### src/rtl/multiplier_unit.sv
// -----------------------------------------------------------------------------
// multiplier_unit
//
// Iterative shift-add multiplier for the execute stage. It runs the mult
// (signed) and multu (unsigned) instructions and owns the HI/LO product
// registers that mfhi/mflo read through the writeback mux.
//
// Signed operands are converted to magnitudes on start. The unsigned
// magnitudes are multiplied one multiplier bit per cycle, and the product is
// negated at the end when exactly one operand was negative.
//
// Ports:
//   clk         rising-edge clock
//   reset       synchronous, active-high; forces IDLE and clears hi/lo/done
//   multstartE  start request, only looked at while idle
//   multsgnE    1 = signed (mult), 0 = unsigned (multu); sampled with start
//   srcaE       multiplicand, sampled with start
//   srcbE       multiplier, sampled with start
//   hi, lo      upper/lower halves of the 2*WIDTH-bit product register
//   busy        high whenever an operation is in flight (hazard unit stall)
//   done        one-cycle pulse in the first cycle the new hi/lo are visible
//
// Parameters:
//   WIDTH       operand width; the product is 2*WIDTH bits
//
// Build option:
//   MULT_EARLY_TERM_EN  when defined, a RUN cycle that finds the remaining
//                       multiplier bits all zero jumps straight to FINISH.
//                       Latency then depends on the data. Results are
//                       identical with or without the option.
// -----------------------------------------------------------------------------
module multiplier_unit #(
  parameter int WIDTH = 32
) (
  input  logic             clk,
  input  logic             reset,
  input  logic             multstartE,
  input  logic             multsgnE,
  input  logic [WIDTH-1:0] srcaE,
  input  logic [WIDTH-1:0] srcbE,
  output logic [WIDTH-1:0] hi,
  output logic [WIDTH-1:0] lo,
  output logic             busy,
  output logic             done
);

  localparam int CW = (WIDTH > 1) ? $clog2(WIDTH) : 1;
  localparam logic [CW-1:0]        LAST_COUNT = CW'(WIDTH - 1);
  localparam logic [CW-1:0]        ONE_C      = CW'(1);
  localparam logic [WIDTH-1:0]     ONE_W      = WIDTH'(1);
  localparam logic [2*WIDTH-1:0]   ONE_P      = (2*WIDTH)'(1);

  typedef enum logic [1:0] {
    IDLE,
    RUN,
    FINISH
  } stateT;

  stateT              state;
  logic [2*WIDTH-1:0] mcand;
  logic [2*WIDTH-1:0] acc;
  logic [WIDTH-1:0]   mplier;
  logic [CW-1:0]      count;
  logic               sgnR;
  logic               negR;

  logic [WIDTH-1:0]   magA;
  logic [WIDTH-1:0]   magB;
  logic [2*WIDTH-1:0] accSum;
  logic [2*WIDTH-1:0] result;

  // Operand magnitudes for the start cycle. A negative operand is only
  // negated for signed multiplies. The most negative value negates to itself,
  // which is already its correct magnitude when read as unsigned.
  always_comb begin
    magA = srcaE;
    magB = srcbE;
    if (multsgnE && srcaE[WIDTH-1]) begin
      magA = ~srcaE + ONE_W;
    end
    if (multsgnE && srcbE[WIDTH-1]) begin
      magB = ~srcbE + ONE_W;
    end
  end

  // Per-cycle partial product and the final sign fix-up. negR can only be
  // set for signed operations. Gating it with sgnR makes it explicit that an
  // unsigned product is never negated.
  always_comb begin
    accSum = acc;
    if (mplier[0]) begin
      accSum = acc + mcand;
    end
    result = acc;
    if (sgnR && negR) begin
      result = ~acc + ONE_P;
    end
  end

  // The hazard unit needs busy during the same cycle the state changes, so
  // busy is decoded directly from the state register.
  always_comb begin
    busy = (state != IDLE);
  end

  // Control FSM and datapath registers. hi/lo are written only on the
  // FINISH edge, so they keep the previous product for the whole operation.
  // done is a registered pulse that lands in the first IDLE cycle after
  // FINISH, which means it never overlaps busy.
  always_ff @(posedge clk) begin
    if (reset) begin
      state  <= IDLE;
      hi     <= '0;
      lo     <= '0;
      done   <= 1'b0;
      count  <= '0;
      acc    <= '0;
      mcand  <= '0;
      mplier <= '0;
      sgnR   <= 1'b0;
      negR   <= 1'b0;
    end else begin
      done <= 1'b0;
      case (state)
        IDLE: begin
          if (multstartE) begin
            sgnR   <= multsgnE;
            negR   <= multsgnE & (srcaE[WIDTH-1] ^ srcbE[WIDTH-1]);
            mcand  <= {{WIDTH{1'b0}}, magA};
            mplier <= magB;
            acc    <= '0;
            count  <= '0;
            state  <= RUN;
          end
        end

        RUN: begin
`ifdef MULT_EARLY_TERM_EN
          // No multiplier bits are left, so the accumulator already holds
          // the full magnitude product.
          if (mplier == '0) begin
            state <= FINISH;
          end else begin
            acc    <= accSum;
            mcand  <= mcand << 1;
            mplier <= mplier >> 1;
            count  <= count + ONE_C;
            if (count == LAST_COUNT) begin
              state <= FINISH;
            end
          end
`else
          acc    <= accSum;
          mcand  <= mcand << 1;
          mplier <= mplier >> 1;
          count  <= count + ONE_C;
          if (count == LAST_COUNT) begin
            state <= FINISH;
          end
`endif
        end

        FINISH: begin
          hi    <= result[2*WIDTH-1:WIDTH];
          lo    <= result[WIDTH-1:0];
          done  <= 1'b1;
          state <= IDLE;
        end

        default: begin
          state <= IDLE;
        end
      endcase
    end
  end

endmodule

### config.mk
export PLATFORM = sky130hd
export DESIGN_NAME = multiplier_unit
export DESIGN_NICKNAME = d
export VERILOG_FILES = /design/src/rtl/multiplier_unit.sv
export SDC_FILE = /design/constraint.sdc
export NUM_CORES = 1
export LEC_CHECK = 0
export BUFFER_PORTS_ARGS = -buffer_cell sky130_fd_sc_hd__buf_2
export CAP_MARGIN = 5
export CORE_MARGIN = 2
export CORE_UTILIZATION = 55
export DETAILED_ROUTE_END_ITERATION = 8
export MAX_ROUTING_LAYER = met4
export PLACE_DENSITY = 0.87
export SLEW_MARGIN = 20
export SYNTH_ARGS = -nofsm -noshare
export SYNTH_HDL_FRONTEND = slang
export SYNTH_SLANG_ARGS = --single-unit
### constraint.sdc
create_clock -name clk -period 9 [get_ports clk]
set_input_delay 0.9 -clock clk [delete_from_list [all_inputs] [get_ports clk]]
set_output_delay 0.9 -clock clk [all_outputs]
set_load 0.01 [all_outputs]
==> results.cfg, run 1 <==
[routing]
drt_iter0_markers = 1305
detail-route-antenna-nets = 0
viasPerCell = 6.25
wl_um = 41700
wl_per_cell_um = 18.1
vias = 14404
drc = 0
drt_pass1_iterations = 5

[pwr]
ir_drop_mv = 0.135
p_leak_uw = 0.00638
internal_power_uw = 1850
power_density_mw_per_mm2 = 157
power.share.sequential_pct = 43.3
clkPwrFrac_pct = 44.5
sw_frac_of_total_pct = 27.1
comb_power_share_pct = 12.3
p_switching_uw = 689

[clock_network]
cts_resized = 0
insertion_delay_ns = 0.54
numCtsBuffers = 26
clk_pin_slew_ns = 0.06
cts_tree = yes
postCtsHoldBufs = 0
htreeDepth = 1
cts_buffer_depth = 3
clockRootBuffer = clkbuf_16
postCtsSetupRepairBufs = 0
clock_sinks = 234

[worst_setup_path]
crit_chain = ha_1 -> o21ai_0 -> o21ai_0 -> nand2_1 -> o221ai_1 -> a21oi_1 -> o41ai_1 -> a31oi_1 -> o31ai_1 -> mux2_2 -> nand3_1
cpPeakStageDelay_ns = 0.75
cp.arrival_ns = 4.57
crit_required_ns = 9.49
slowest_stage = o41ai_1
cp_max_fo = 8
worst-setup-path-type = flop to flop
start_kind = flop
worstSetupEndpointType = flop
cpLargestDelayFamily = compound AO/OA/AOI/OAI gates
worst_path_most_repeated_cell = o21ai_0
crit_buf_inv = 0

[synth]
ys_warn_count = 0
synth-seq-area-share_pct = 32.4
syn_area_mm2 = 0.0144
async_flop_share_pct = 0
synthFlopType = dfxtp_1
syn_inst = 1889
netlist-cell-type-count = 68
synth_edf_count = 0
synth_area_per_cell_um2 = 7.65
ys_seq_elements = 234
syn_nets = 2026

[hold_path]
worst_hold_path_type = flop to flop

[final_layout]
drive_gt1_share_pct = 11.2
nFillCells = 2324
post-route-util_pct = 62.3
regArea_mm2 = 0.00468
final_cell_mix = nor2_1, dfxtp_1, nand2_1, a21oi_1, buf_2
instances_no_fill = 2303
nets = 2085
layout_commonest_cell = nor2_1
syn_to_final_growth_pct = 11.7
multi_input_area_mm2 = 0.00923
fin_area_mm2 = 0.0161

[floorplan]
start_util_pct = 55.7
design.core.area_mm2 = 0.0259
die_area_mm2 = 0.0276
die_w_um = 166
die_h_um = 166
ioPinCount = 134
rows = 59

[sta]
period_share_pct = 45.4
hold_ws_ns = 0.451
hold_viol = 0
max_slew_margin_pct = 32.3
fin_setup_tns_ns = 0
setup_viol = 0
tightest_slew_ns = 1.01
clock.fmax_mhz = 245
rsz0062_at_grt = no
final_max_slew_viol_count = 0
post-route-min-period_ns = 4.08
finalClockSkew_ns = 0.0101

[placement]
placed_cells = 2255
placed_area_mm2 = 0.0152
dp_hpwl_um = 29900
place.gp.congestion = 0.981
place.port_buffers = 133

[job]
maxCapViolations = 0

[global_route]
track_usage_pct = 30.1
grt_pass1_wl_um = 68300
grt-ovfl-total = 0
grt_max_degree = 86
antenna_found_initial = 1
grt_pass1_vias = 13281

[outcome]
outcome = complete, no violations
## flip-flops by register name, summed over array words and instances (netlist names)
signal	count
acc	64
sgnR	1
hi	32
mplier	32
count	5
done	1
lo	32
negR	1
mcand	64
state	2
## synthesized netlist by cell type, drive strengths merged, types with 18 or more instances
cell	n	area share, %
nor4	18	0.93
xor2	84	5.1
o31ai	24	1.2
inv	33	0.86
nand2	186	4.9
xnor2	78	4.7
a211oi	50	2.6
nand3	57	2.0
nor2	312	8.1
a21oi	167	5.8
a22oi	26	1.4
nor3	33	1.1
clkbuf	111	2.9
o21ai	104	3.6
nand4	22	0.95
ha	68	5.9
a2111oi	64	3.9
a21o	25	1.3
dfxtp	234	32
## per-stage QoR
stage / power (uW) / worst slack (ns)
final: 2540 / 4.92
after global routing: 2640 / 4.62
after CTS: 2550 / 5.02
after detailed placement: 1430 / 5.08
after global placement: 1420 / 5.21
after floorplan: 1330 / 5.68
## cell families (layout without fill, tap and decap cells)
logic type                 count (synthesis)  after routing  share of synthesized area, %
muxes                                      6              6                         0.442
and+or+nand+nor                          717            717                          22.2
adders and majority gates                 69             69                          6.03
AOI/OAI and AO/OA                        552            552                          25.2
xor gates and xnor gates                 162            162                          9.82
buffers and inverters                    149            227                          3.89
other                                      0              1                             0
DFF                                      234            234                          32.4
## metal layers
layer  vias to the layer above  wire length (um)  global-route usage (%)
met3                        77              3020                    3.84
met2                       559             19000                    47.9
met5                         -                 0                       -
met4                         0               822                    7.18
met1                      6810             18800                    41.0
li1                       6958                 -                       -
## tightest hold or removal path: stages (launching register included)
cell	delay (ns)
dfxtp_1	0.31
nand2_1	0.05
a21oi_1	0.05
## power groups by stage
stage / clock, uW / combinational [uW] / sequential, uW
6_report: 1130 / 311 / 1100
5_1_grt: 1190 / 346 / 1100
4_1_cts: 1140 / 306 / 1100
3_5_place_dp: 0 / 304 / 1120
3_3_place_gp: 0 / 297 / 1120
2_1_floorplan: 0 / 213 / 1110
## final cells by class
cell class	count	area share, %
timing repair buffer	147	4.82
antenna	1	0.0155
clock buffer	32	4.43
tap	335	2.60
inverter	33	0.768
clock inverter	15	1.14
sequential	234	29.0
multi-input combinational	1506	57.2
## final timing paths
check | to | from | slack [ns] | depth (start not counted)
worst max-delay path | acc[57] | acc[2] | 4.92 | 11
worst min-delay path | hi[22] | hi[22] | 0.45 | 2
worst max register to register | acc[57] | acc[2] | 4.92 | 11
worst min register to register | hi[22] | hi[22] | 0.45 | 2
Power figures use the tool's default switching activity.
==> run 2: changes to the inputs <==
Settings changed: PLACE_DENSITY 0.87 to 0.9.
Clock period 9 ns to 3.6 ns, I/O delays scaled along.
==> run 2 against run 1 <==
  * Core utilization up 1.1 points
  * Via count about the same
  * Combinational power rose to 2.6 times the previous value
  * Fmax up 20%
  * Clock-buffer cell count up 5
  * Total power up 150%
  * Hold slack worse by 0.36 ns
  * Critical path depth down 1
  * First-iteration DRC count up 5.6%
  * Wire length up 0.29%
  * Critical path type unchanged
  * Largest cell class unchanged
  * Largest power group is now registers
  * Highest routed layer unchanged
==> results.cfg, run 2 (synthesis results as in run 1) <==
[outcome]
outcome = complete, no violations

[pwr]
power_density_mw_per_mm2 = 382
power.total_uw = 6260
p_leak_uw = 0.00654
p_switching_uw = 1670
power.share.sequential_pct = 43.9
ir_drop_mv = 0.461
clkPwrFrac_pct = 43.0
internal_power_uw = 4590
comb_power_share_pct = 13.1
sw_frac_of_total_pct = 26.7

[worst_setup_path]
ff2ff_path_depth = 10
cp.arrival_ns = 3.86
crit_required_ns = 4.05
worst-setup-path-type = flop to flop
start_kind = flop
cp_max_fo = 7
worstSetupEndpointType = flop
rrSetupSlack_ns = 0.19

[global_route]
grt_max_degree = 114
grt-ovfl-total = 0
grt_pass1_wl_um = 68100
antenna_found_initial = 1
track_usage_pct = 30.1
grt_pass1_vias = 13495

[final_layout]
syn_to_final_growth_pct = 13.6
drive_gt1_share_pct = 12.7
nets = 2117
final_cell_mix = nor2_1, dfxtp_1, nand2_1, a21oi_1, buf_2
multi_input_area_mm2 = 0.00927
biggestRegsByFlops = acc x64, mcand x64
regArea_mm2 = 0.00468
post-route-util_pct = 63.3
layout_commonest_cell = nor2_1
nFillCells = 2199

[clock_network]
insertion_delay_ns = 0.54
cts_buffer_depth = 3
postCtsHoldBufs = 0
htreeDepth = 1
numCtsBuffers = 25
clock_sinks = 234
clockRootBuffer = clkbuf_16
cts_tree = yes
clk_pin_slew_ns = 0.07

[floorplan]
die_w_um = 166
start_util_pct = 55.7
rows = 59
die_area_mm2 = 0.0276
design.core.area_mm2 = 0.0259
die_h_um = 166
ioPinCount = 134

[sta]
setup_viol = 0
clock.fmax_mhz = 294
hold_viol = 0
max_slew_margin_pct = 32.7
tightest_slew_ns = 1.01
period_share_pct = 94.6
finalClockSkew_ns = 0.0202
final_max_slew_viol_count = 0
post-route-min-period_ns = 3.41

[routing]
vias = 14412
drc = 0
drt_pass1_iterations = 5
detail-route-antenna-nets = 0
wl_um = 41800
drt_iter0_markers = 1378
wl_per_cell_um = 17.9
viasPerCell = 6.18

[placement]
place.gp.congestion = 0.968
dp_hpwl_um = 30600
place.port_buffers = 133

[job]
maxCapViolations = 0

[hold_path]
holdPathStages = 3
worst_hold_path_type = primary input to flop
run 2: repair_timing:
| action | in CTS | in global routing |
|---|---|---|
| resized for setup | 0 | 8 |
| endpoints found under the setup margin | 0 | 9 |
| endpoints found under the hold margin | 0 | 0 |
| setup buffers | 0 | 1 |
run 2: final timing paths:
path / to / startpoint
worst max-delay path: hi[28] / acc[9]
worst min-delay path: mcand[0] / srcaE[0]
worst max register to register: hi[28] / acc[9]
worst min register to register: hi[22] / hi[22]
run 2: critical path, stage by stage (launching register included):
cell,delay [ns]
dfxtp_1,0.31
buf_4,0.15
or4_1,0.64
nor4_1,0.43
nand3_1,0.34
nor3b_4,0.33
and2b_2,0.21
nand2_1,0.16
o31ai_1,0.37
xor2_1,0.12
a211oi_1,0.25
run 2: area by class of cell:
type                            count  share of cell area [%]
Antenna cell                        1                  0.0153
Clock buffer                       37                    4.52
Tap cell                          335                    2.56
Timing Repair Buffer              180                    6.40
Inverter                           33                   0.755
Sequential cell                   234                    28.6
Multi-Input combinational cell   1506                    56.5
Clock inverter                      7                   0.694
run 2: metrics by stage:
| step | setup slack, ns | TNS [ns] | hold slack (ns) | cell area, um2 | std cells |
|---|---|---|---|---|---|
| 6_report | 0.195 | 0 | 0.0944 | 16400 | 2333 |
| 5_1_grt | -0.0383 | -0.0522 | 0.124 | 16400 | 2333 |
| 4_1_cts | 0.0336 | 0 | 0.0851 | 16300 | 2331 |
| 3_5_place_dp | 0.0393 | 0 | 0.442 | 15500 | 2287 |
| 3_3_place_gp | 0.162 | 0 | 0.439 | 15500 | 2287 |
| 2_1_floorplan | 0.278 | 0 | 0.441 | 14400 | 1889 |
run 2: metal layers:
metal	vias to the layer above	share of wire, %	routed length [um]	global-route usage (%)
met4	0	2.6	1100	8.62
met3	85	7.9	3310	4.22
met5	-	0	0	-
met2	571	45	18700	47.1
li1	7001	-	-	-
met1	6755	45	18600	40.8
run 2: power groups by stage:
stage | sequential [uW] | combinational [uW] | clock [uW]
after floorplan | 2780 | 533 | 0
after global placement | 2800 | 778 | 0
after detailed placement | 2800 | 796 | 0
after CTS | 2750 | 801 | 2730
after global routing | 2760 | 897 | 2840
final | 2750 | 820 | 2690
==> run 3: changes to the inputs <==
Settings changed: ABC_AREA from default to 1, PLACE_DENSITY 0.9 to 0.89.
==> run 3 against run 2 <==
  * Worst setup slack improved by 0.93 ns
  * Total power rose by 3.5%
  * Synthesized cell count rose by 62%
  * Hold slack got worse by 0.011 ns
  * Clock power rose by 5%
  * Critical path type unchanged
  * Critical endpoint is now acc[53]
  * Largest cell class unchanged
  * Highest routed layer unchanged
==> results.cfg, run 3 <==
[outcome]
outcome = complete, no violations

[sta]
max_slew_margin_pct = 35.4
finalClockSkew_ns = 0.0188
post-route-min-period_ns = 2.48
fin_setup_tns_ns = 0
setup_viol = 0
period_share_pct = 68.9
final_max_slew_viol_count = 0
rsz0062_at_grt = no
tightest_slew_ns = 0.969
clock.fmax_mhz = 403
hold_viol = 0

[global_route]
grt_pass1_wl_um = 86900
track_usage_pct = 32.1
grt_max_degree = 85
grt_pass1_vias = 17717
antenna_found_initial = 0
grt-ovfl-total = 0

[floorplan]
die_area_mm2 = 0.0339
start_util_pct = 56.2
die_h_um = 184
design.core.area_mm2 = 0.0318
die_w_um = 184
ioPinCount = 134
rows = 65

[routing]
viasPerCell = 5.48
wl_um = 53700
detail-route-antenna-nets = 0
drc = 0
wl_per_cell_um = 14.9
vias = 19798
drt_iter0_markers = 2095
drt_pass1_iterations = 8

[synth]
syn_area_mm2 = 0.0179
syn_nets = 3205
ys_top_cells_by_count = nand2_1, inv_1, nor2_1
ys_warn_count = 0
synth_top_area_cell = dfxtp_1
synth_edf_count = 0
synthFlopType = dfxtp_1
synth_area_per_cell_um2 = 5.82
netlist-cell-type-count = 57
ys_seq_elements = 234
yosysMostFrequentCell = nand2_1
ys_top_cells_by_area = dfxtp_1, nand2_1, inv_1
async_flop_share_pct = 0
syn_inst = 3068
synth-seq-area-share_pct = 26.2
synth_top_area_share_pct = 26.2

[final_layout]
drive_gt1_share_pct = 8.78
layout_commonest_cell = nand2_1
final_cell_mix = nand2_1, inv_1, nor2_1, dfxtp_1, a21oi_1
syn_to_final_growth_pct = 10.7
nets = 3294
biggestRegsByFlops = acc x64, mcand x64
instances_no_fill = 3611
diodes = 0

[worst_setup_path]
crit_buf_inv = 0
crit_chain = ha_1 -> nand2_1 -> nor2_1 -> nand2_1 -> nor2_1 -> nand2_1 -> nand3_1 -> nand2_1 -> nand3_1 -> nand2_1 -> nand3_1 -> a21oi_1
cp_max_fo = 6
r2r-start = acc[15]
cpLargestDelayFamily = simple AND/OR/NAND/NOR gates
cp.arrival_ns = 2.86
worstSetupEndpointType = flop
worst_path_most_repeated_cell = nand2_1
crit_start = acc[15]
worst-setup-path-type = flop to flop
slowest_stage = ha_1
start_kind = flop
cpPeakStageDelay_ns = 0.43
crit_required_ns = 3.98

[clock_network]
clk_pin_slew_ns = 0.06
clock_sinks = 234
cts_tree = yes
clockRootBuffer = clkbuf_16
cts_buffer_depth = 3
numCtsBuffers = 26
insertion_delay_ns = 0.56
htreeDepth = 1
postCtsSetupRepairBufs = 0
postCtsHoldBufs = 0
cts_resized = 0

[pwr]
power.total_uw = 6480
internal_power_uw = 4660
clkPwrFrac_pct = 43.5
comb_power_share_pct = 14.1
power_density_mw_per_mm2 = 328
p_switching_uw = 1820
p_leak_uw = 0.0106
sw_frac_of_total_pct = 28.1
ir_drop_mv = 0.325
power.share.sequential_pct = 42.4

[placement]
place.port_buffers = 133
placed_cells = 3564
place.gp.congestion = 1.04
dp_hpwl_um = 40800

[job]
maxCapViolations = 0

[hold_path]
worst_hold_path_type = primary input to flop
min_from = srcbE[11]
-- run 3: final cells by class --
cell class | instances | area [um2]
sequential | 234 | 4680
tap | 435 | 544
clock buffer | 34 | 711
timing repair buffer | 150 | 821
multi-input combinational | 2215 | 10800
inverter | 530 | 1990
fill | 2943 | 12000
clock inverter | 13 | 194
-- run 3: worst reg2reg max path, cell delays in order, from the launching register on --
cell,delay (ns)
dfxtp_1,0.42
ha_1,0.43
nand2_1,0.12
nor2_1,0.25
nand2_1,0.20
nor2_1,0.13
nand2_1,0.07
nand3_1,0.22
nand2_1,0.18
nand3_1,0.10
nand2_1,0.05
nand3_1,0.07
a21oi_1,0.07
-- run 3: layer usage --
metal | routed length [um] | vias to the layer above | GRT usage, %
met5 | 0 | - | -
met1 | 22900 | 8789 | 41.7
met2 | 23900 | 915 | 51.9
met3 | 5240 | 133 | 3.77
li1 | - | 9961 | -
met4 | 1690 | 0 | 10.8
-- run 3: path summary, 6_finish.rpt --
check             cells after the start  slack (ns)          to
hold reg to reg                       2        0.48    count[3]
setup reg to reg                     12        1.12     acc[53]
hold / removal                        3        0.08  mplier[11]
setup / recovery                     12        1.12     acc[53]
-- run 3: through the flow --
step           hold WS (ns)  setup slack (ns)  util [%]  cell area (um2)
3_5_place_dp          0.466              1.18      59.4            18900
5_1_grt               0.110             0.925      62.2            19800
3_3_place_gp          0.451              1.25      59.4            18900
4_1_cts              0.0741              1.17      62.2            19800
6_report             0.0833              1.12      62.2            19800
2_1_floorplan         0.442              1.68         -            17900
-- run 3: power groups by stage --
stage / Combinational, uW / Clock, uW / Sequential, uW
floorplan: 647 / 0 / 2770
global placement: 871 / 0 / 2800
detailed placement: 887 / 0 / 2800
CTS: 895 / 2830 / 2750
global route: 1010 / 2950 / 2750
finish: 914 / 2820 / 2750
-- run 3: kinds of logic (layout without fill, tap and decap cells) --
kind of cell | Yosys count | in the layout | synth area share [%]
adder cells (fa/ha/maj) | 69 | 69 | 4.87
buffers and inverters | 619 | 727 | 13.2
AO/OA/AOI/OAI | 501 | 501 | 16.6
AND/OR/NAND/NOR | 1615 | 1615 | 37.6
XOR/XNOR | 30 | 30 | 1.47
flip-flops | 234 | 234 | 26.2
